File: config.mk
export PLATFORM = sky130hd
export DESIGN_NAME = updn_counter_rpt
export DESIGN_NICKNAME = d
export VERILOG_FILES = /design/src/rtl/updn_counter_rpt_pkg.sv /design/src/rtl/updn_counter_rpt_push_conditioner.sv /design/src/rtl/updn_counter_rpt.sv
export SDC_FILE = /design/constraint.sdc
export NUM_CORES = 1
export LEC_CHECK = 0
export BUFFER_PORTS_ARGS = -buffer_cell sky130_fd_sc_hd__clkbuf_2
export CAP_MARGIN = 10
export CORE_MARGIN = 8
export CORE_UTILIZATION = 57
export CTS_CLUSTER_DIAMETER = 50
export DETAILED_ROUTE_END_ITERATION = 8
export PLACE_DENSITY = 0.83
export SYNTH_ARGS = -nofsm -noshare
export SYNTH_HDL_FRONTEND = slang
export SYNTH_SLANG_ARGS = --single-unit
File: constraint.sdc
create_clock -name i_Clk -period 2.1 [get_ports i_Clk]
set_input_delay 0 -clock i_Clk [delete_from_list [all_inputs] [get_ports i_Clk]]
set_output_delay 0 -clock i_Clk [all_outputs]
set_load 0.05 [all_outputs]
File: src/rtl/updn_counter_rpt_pkg.sv
// Shared types and board defaults for the push-button up/down counter.
package updn_counter_rpt_pkg;

  // Per-cycle step request seen by the count register
  typedef enum logic [1:0] {
    STEP_NONE = 2'b00,
    STEP_UP   = 2'b01,
    STEP_DN   = 2'b10
  } step_e;

  // Auto-repeat state per button
  typedef enum logic [1:0] {
    StIdle,
    StDelay,
    StRepeat
  } rpt_state_e;

  // Defaults for the 50 MHz demo board
  localparam int unsigned DEB_CYC_DEF = 500000;    // 10 ms
  localparam int unsigned RPT_DLY_DEF = 25000000;  // 0.5 s
  localparam int unsigned RPT_PER_DEF = 5000000;   // 0.1 s

  // Coincident up and down steps cancel out
  function automatic step_e step_decode(input logic up, input logic dn);
    case ({up, dn})
      2'b10:   return STEP_UP;
      2'b01:   return STEP_DN;
      default: return STEP_NONE;
    endcase
  endfunction

endpackage

File: src/rtl/updn_counter_rpt_push_conditioner.sv
// One push button: 2-flop synchroniser, debouncer, press detect and auto-repeat.
module push_conditioner
  import updn_counter_rpt_pkg::*;
#(
  parameter int unsigned DEB_CYC = DEB_CYC_DEF,
  parameter int unsigned RPT_DLY = RPT_DLY_DEF,
  parameter int unsigned RPT_PER = RPT_PER_DEF
) (
  input  logic i_Clk,
  input  logic i_Rst,
  input  logic i_Push_n,
  output logic o_Level,
  output logic o_Step
);

  // Two extra cycles cover the synchroniser flops still holding their reset value
  localparam int unsigned ARM_CYC = DEB_CYC + 2;
  localparam int unsigned DEB_W   = $clog2(ARM_CYC + 1);
  localparam int unsigned TMR_MAX = (RPT_DLY > RPT_PER) ? RPT_DLY : RPT_PER;
  localparam int unsigned TMR_W   = $clog2(TMR_MAX + 1);

  logic             sync1_q, sync2_q, level_q, armed_q, step_q;
  logic [DEB_W-1:0] deb_cnt_q, arm_cnt_q;
  logic [TMR_W-1:0] tmr_q;
  rpt_state_e       state_q;
  logic             accept_c, press_c, rel_c;

  // Level change is accepted on the DEB_CYC-th consecutive differing sample
  assign accept_c = (sync2_q != level_q) && (deb_cnt_q == DEB_W'(DEB_CYC - 1));
  // A button held through reset stays unarmed until seen released
  assign press_c  = accept_c && !sync2_q && armed_q;
  assign rel_c    = accept_c && sync2_q;

  // Synchronise, debounce and arm after a confirmed release
  always_ff @(posedge i_Clk) begin
    if (i_Rst) begin
      sync1_q   <= 1'b1;
      sync2_q   <= 1'b1;
      level_q   <= 1'b1;
      deb_cnt_q <= '0;
      arm_cnt_q <= '0;
      armed_q   <= 1'b0;
    end else begin
      sync1_q <= i_Push_n;
      sync2_q <= sync1_q;
      if (sync2_q != level_q) begin
        if (accept_c) begin
          level_q   <= sync2_q;
          deb_cnt_q <= '0;
        end else begin
          deb_cnt_q <= deb_cnt_q + DEB_W'(1);
        end
      end else begin
        deb_cnt_q <= '0;
      end
      if (!armed_q) begin
        if (!sync2_q) begin
          arm_cnt_q <= '0;
        end else if (arm_cnt_q == DEB_W'(ARM_CYC - 1)) begin
          armed_q <= 1'b1;
        end else begin
          arm_cnt_q <= arm_cnt_q + DEB_W'(1);
        end
      end
    end
  end

  // Repeat FSM: step on press, after RPT_DLY, then every RPT_PER while held
  always_ff @(posedge i_Clk) begin
    if (i_Rst) begin
      state_q <= StIdle;
      tmr_q   <= '0;
      step_q  <= 1'b0;
    end else begin
      step_q <= 1'b0;
      if (rel_c) begin
        state_q <= StIdle;
        tmr_q   <= '0;
      end else begin
        case (state_q)
          StIdle: begin
            tmr_q <= '0;
            if (press_c) begin
              step_q  <= 1'b1;
              state_q <= StDelay;
            end
          end
          StDelay: begin
            if (tmr_q == TMR_W'(RPT_DLY - 1)) begin
              step_q  <= 1'b1;
              tmr_q   <= '0;
              state_q <= StRepeat;
            end else begin
              tmr_q <= tmr_q + TMR_W'(1);
            end
          end
          StRepeat: begin
            if (tmr_q == TMR_W'(RPT_PER - 1)) begin
              step_q <= 1'b1;
              tmr_q  <= '0;
            end else begin
              tmr_q <= tmr_q + TMR_W'(1);
            end
          end
          default: begin
            state_q <= StIdle;
            tmr_q   <= '0;
          end
        endcase
      end
    end
  end

  assign o_Level = level_q;
  assign o_Step  = step_q;

endmodule

File: src/rtl/updn_counter_rpt.sv
// Modulo up/down counter driven by two conditioned push buttons.
module updn_counter_rpt
  import updn_counter_rpt_pkg::*;
#(
  parameter int unsigned MOD_N   = 16,
  parameter int unsigned CNT_W   = $clog2(MOD_N),
  parameter int unsigned SAT     = 0,
  parameter int unsigned DEB_CYC = DEB_CYC_DEF,
  parameter int unsigned RPT_DLY = RPT_DLY_DEF,
  parameter int unsigned RPT_PER = RPT_PER_DEF,
  parameter int unsigned LED_W   = 4
) (
  input  logic             i_Clk,
  input  logic             i_Rst,
  input  logic [1:0]       i_Push,
  output logic [CNT_W-1:0] o_Cnt,
  output logic [LED_W-1:0] o_LED,
  output logic             o_Wrap
);

  localparam logic [CNT_W-1:0] CNT_MAX = CNT_W'(MOD_N - 1);

  logic             up_step, dn_step, up_level, dn_level;
  logic [CNT_W-1:0] cnt_q;
  logic             wrap_q;
  step_e            step;

  push_conditioner #(
    .DEB_CYC (DEB_CYC),
    .RPT_DLY (RPT_DLY),
    .RPT_PER (RPT_PER)
  ) u_up (
    .i_Clk    (i_Clk),
    .i_Rst    (i_Rst),
    .i_Push_n (i_Push[1]),
    .o_Level  (up_level),
    .o_Step   (up_step)
  );

  push_conditioner #(
    .DEB_CYC (DEB_CYC),
    .RPT_DLY (RPT_DLY),
    .RPT_PER (RPT_PER)
  ) u_dn (
    .i_Clk    (i_Clk),
    .i_Rst    (i_Rst),
    .i_Push_n (i_Push[0]),
    .o_Level  (dn_level),
    .o_Step   (dn_step)
  );

  // Debounced levels are only kept for probing
  logic unused_levels;
  assign unused_levels = up_level ^ dn_level;

  assign step = step_decode(up_step, dn_step);

  // Count register: modulo MOD_N wrap or saturate, flagging the limit step
  always_ff @(posedge i_Clk) begin
    if (i_Rst) begin
      cnt_q  <= '0;
      wrap_q <= 1'b0;
    end else begin
      wrap_q <= 1'b0;
      case (step)
        STEP_UP: begin
          if (cnt_q == CNT_MAX) begin
            wrap_q <= 1'b1;
            if (SAT == 0) cnt_q <= '0;
          end else begin
            cnt_q <= cnt_q + CNT_W'(1);
          end
        end
        STEP_DN: begin
          if (cnt_q == '0) begin
            wrap_q <= 1'b1;
            if (SAT == 0) cnt_q <= CNT_MAX;
          end else begin
            cnt_q <= cnt_q - CNT_W'(1);
          end
        end
        default: ;
      endcase
    end
  end

  assign o_Cnt  = cnt_q;
  assign o_Wrap = wrap_q;

  if (LED_W <= CNT_W) begin : g_led_slice
    assign o_LED = cnt_q[LED_W-1:0];
  end else begin : g_led_pad
    assign o_LED = {{(LED_W - CNT_W){1'b0}}, cnt_q};
  end

endmodule

==> results.py <==
metrics = {
    "critical_path": {
        "r2r-end": "u_dn.tmr_q[24]$_SDFF_PP0_",
        "worstPathRequired_ns": 2.41,
        "reg2reg_from": "u_dn.tmr_q[16]$_SDFF_PP0_",
        "end_kind": "flop",
        "cp-startpoint": "u_dn.tmr_q[16]$_SDFF_PP0_",
        "rr_worst_depth": 5,
        "cp.arrival_ns": 2.40,
        "regToRegSetupSlack_ns": 0.008,
        "crit_fanout": 6,
        "worst-setup-path-type": "flop to flop",
        "start_kind": "flop",
        "endpoint": "u_dn.tmr_q[24]$_SDFF_PP0_",
    },
    "die": {
        "start_util_pct": 58.57,
        "die_h_um": 127.3,
        "die_x_um": 127.3,
        "coreArea_mm2": 0.01206,
        "design.die.area_mm2": 0.01621,
        "pin_count": 13,
        "num_rows": 40,
    },
    "global_route": {
        "antenna_found_initial": 0,
        "track_usage_pct": 17.80,
        "grt_pass1_wl_um": 23920,
        "first_global_vias": 5241,
        "grt_remaining_overflow": 0,
        "grt_max_degree": 28,
    },
    "detailed_routing": {
        "viasPerCell": 5.557,
        "post-route-drc-count": 0,
        "wl_per_cell_um": 14.12,
        "drt-total-wl_um": 14670,
        "drtPass1Iterations": 5,
        "vias": 5774,
        "ant_nets": 0,
        "drtIter0Drc": 508,
    },
    "layout": {
        "diodes": 0,
        "nNetsFinal": 882,
        "post-route-util_pct": 68.04,
        "drive_above_1_share_pct": 14.47,
        "instances_no_fill": 1039,
        "area_growth_pct": 16.17,
    },
    "timing": {
        "relSlewSlack_pct": 61.81,
        "hold_viol": 0,
        "fin_crit_sh_pct": 99.62,
        "timing.fmax_mhz": 478.0,
        "tightest_slew_ns": 0.5684,
        "maxSlewViolCount": 0,
        "setup_viol": 0,
        "finalClockSkew_ns": 0.01168,
        "fin_ws_ns": 0.008013,
        "fin_crit_ns": 2.092,
    },
    "synthesis": {
        "synth_top_cell_by_area": "dfxtp_1",
        "syn_nets": 833,
        "muxShareOfSynthArea_pct": 0.8502,
        "yosysUniqueCellTypes": 61,
        "synth_adder_area_share_pct": 3.542,
        "synth_compound_area_share_pct": 6.660,
        "ys_seq_area_share_pct": 41.09,
        "synth_top_area_share_pct": 41.09,
        "netlist_top_cells_area": "dfxtp_1 41%, nor2_1 7.2%, xnor2_1 6.8%, xor2_1 5.8%, ha_1 3.5%",
        "syn-cell-area_mm2": 0.007064,
        "yosys.area_share.simple_pct": 31.65,
        "syn_inst": 809,
        "ys_seq_elements": 145,
        "synthFlopType": "dfxtp_1",
        "synth.avg_cell_area_um2": 8.732,
        "synth_edf_count": 0,
        "synth_top_family_by_area": "simple AND/OR/NAND/NOR gates",
        "ys_warn_count": 0,
        "synthXorXnorAreaFrac_pct": 12.65,
        "ys_async_sr_fraction_pct": 0,
    },
    "power": {
        "p_total_uw": 5708,
        "peakVddDrop_uv": 529.0,
        "p_leak_uw": 0.002714,
        "power_density_mw_per_mm2": 695.6,
    },
    "clock_tree": {
        "cts-htree-levels": 4,
        "clk_pin_slew_ns": 0.06,
        "clockRootBuffer": "clkbuf_16",
        "cts_tree": "done",
        "cts_made_buffers": 17,
        "cts.sinks": 145,
        "cts_buffer_depth": 2,
        "clk_latency_ns": 0.43,
    },
    "status": {
        "status": "complete, no violations",
    },
    "place": {
        "hpwl_um": 9314,
        "post-place-ws_ns": 0.07646,
        "io_buffers": 12,
        "gp_congestion": 0.7997,
        "dp_cells": 998,
    },
    "hold_path": {
        "hold_class": "input pin to flop",
    },
    "run": {
        "maxCapViolCount": 0,
    },
}
==> worst max-delay path, stage by stage (launching register included) <==
cell       delay, ns
dfxtp_1         0.37
or4_1           0.57
o41a_1          0.45
o211ai_4        0.33
clkbuf_16       0.21
nor2_1          0.04
==> state kept, by name, summed over array words and instances (netlist names) <==
register        flops
u_dn.arm_cnt_q     19
u_dn.sync1_q        1
u_dn.deb_cnt_q     19
u_dn.state_q        2
o_Cnt               4
u_dn.tmr_q         25
u_up.tmr_q         25
u_up.o_Level        1
u_up.o_Step         1
u_up.state_q        2
u_dn.o_Level        1
u_dn.sync2_q        1
u_up.sync2_q        1
u_dn.armed_q        1
o_Wrap              1
u_up.deb_cnt_q     19
u_up.sync1_q        1
u_dn.o_Step         1
u_up.arm_cnt_q     19
u_up.armed_q        1
==> placed cells by master (no fill, tap or decap), drive strengths merged, types with 15 or more instances in the layout <==
master	n
xnor2	55
nor4	16
inv	29
nor2	145
clkbuf	34
xor2	47
nand3	48
nand2	55
nor3	25
a21oi	15
nand4	32
dfxtp	145
buf	40
ha	20
==> timing repair <==
action                                  in CTS  in global routing
resized for setup                            0                 17
endpoints found under the setup margin       0                 68
hold endpoints to repair                     2                  0
hold buffers                                 2                  0
buffers inserted                             0                  4
==> worst min path at each step <==
stage / start / endpoint / slack, ns / cells after the start
2_1_floorplan: i_Push[0] / u_dn.sync1_q$_SDFF_PP1_ / 0.10 / 1
3_3_place_gp: i_Push[0] / u_dn.sync1_q$_SDFF_PP1_ / 0.19 / 2
3_5_place_dp: i_Push[1] / u_up.sync1_q$_SDFF_PP1_ / 0.19 / 2
4_1_cts: i_Rst / u_up.o_Step$_SDFF_PP0_ / 0.001 / 4
5_1_grt: i_Rst / u_up.o_Level$_SDFFE_PP1P_ / 0.05 / 4
6_report: i_Rst / u_up.o_Step$_SDFF_PP0_ / 0.01 / 4
==> layout make-up <==
type,count,area (um^2)
fillers,902,3855
clock buffers,21,460.4
clock inverters,11,88.84
inverters,29,108.9
flip-flops and latches,145,2905
well taps,168,210.2
repair buffers,55,437.9
multi-input cells,610,3995
==> metrics by stage <==
| stage | TNS, ns | hold WS (ns) | cell area, um^2 |
|---|---|---|---|
| 6_report | 0 | 0.01385 | 8207 |
| 5_1_grt | -0.2252 | 0.05188 | 8207 |
| 4_1_cts | 0 | 0.001450 | 8049 |
| 3_5_place_dp | 0 | 0.1909 | 7480 |
| 3_3_place_gp | 0 | 0.1876 | 7480 |
| 2_1_floorplan | 0 | 0.1038 | 7064 |
==> power by group <==
| group | switching [uW] | internal (uW) | total (uW) |
|---|---|---|---|
| Combinational | 73.6 | 48.8 | 122 |
| Clock | 1130 | 1670 | 2810 |
| Sequential | 12.7 | 2770 | 2780 |
==> per-layer routing <==
layer / part of all wire, % / vias to the layer above / global-route usage, %
met1: 47 / 2700 / 22.16
met2: 47 / 123 / 28.59
met5: 0 / - / 0
met3: 4.1 / 24 / 4.784
met4: 2.0 / 0 / 7.348
li1: - / 2927 / -
==> cells by family after synthesis <==
kind of cell,count (synthesis)
xor gates and xnor gates,102
DFF,145
and+or+nand+nor,416
muxes,6
buffers and inverters,55
AOI/OAI and AO/OA,65
adders and majority gates,20
==> Yosys cell counts (6+ instances only) <==
cell type,instances
and4_1,13
dfxtp_1,145
nand4_1,32
nor4b_1,9
nand3b_1,6
nor2_1,135
a21oi_1,15
ha_1,20
and3_1,11
xnor2_1,55
or2_2,7
nand3_1,48
mux2i_1,6
or3_1,13
clkbuf_1,13
inv_1,29
nand2_1,55
xor2_1,47
nor4_1,15
nor2_4,10
o21ai_0,14
nor3_1,25
(Power assumes the default switching activity.)
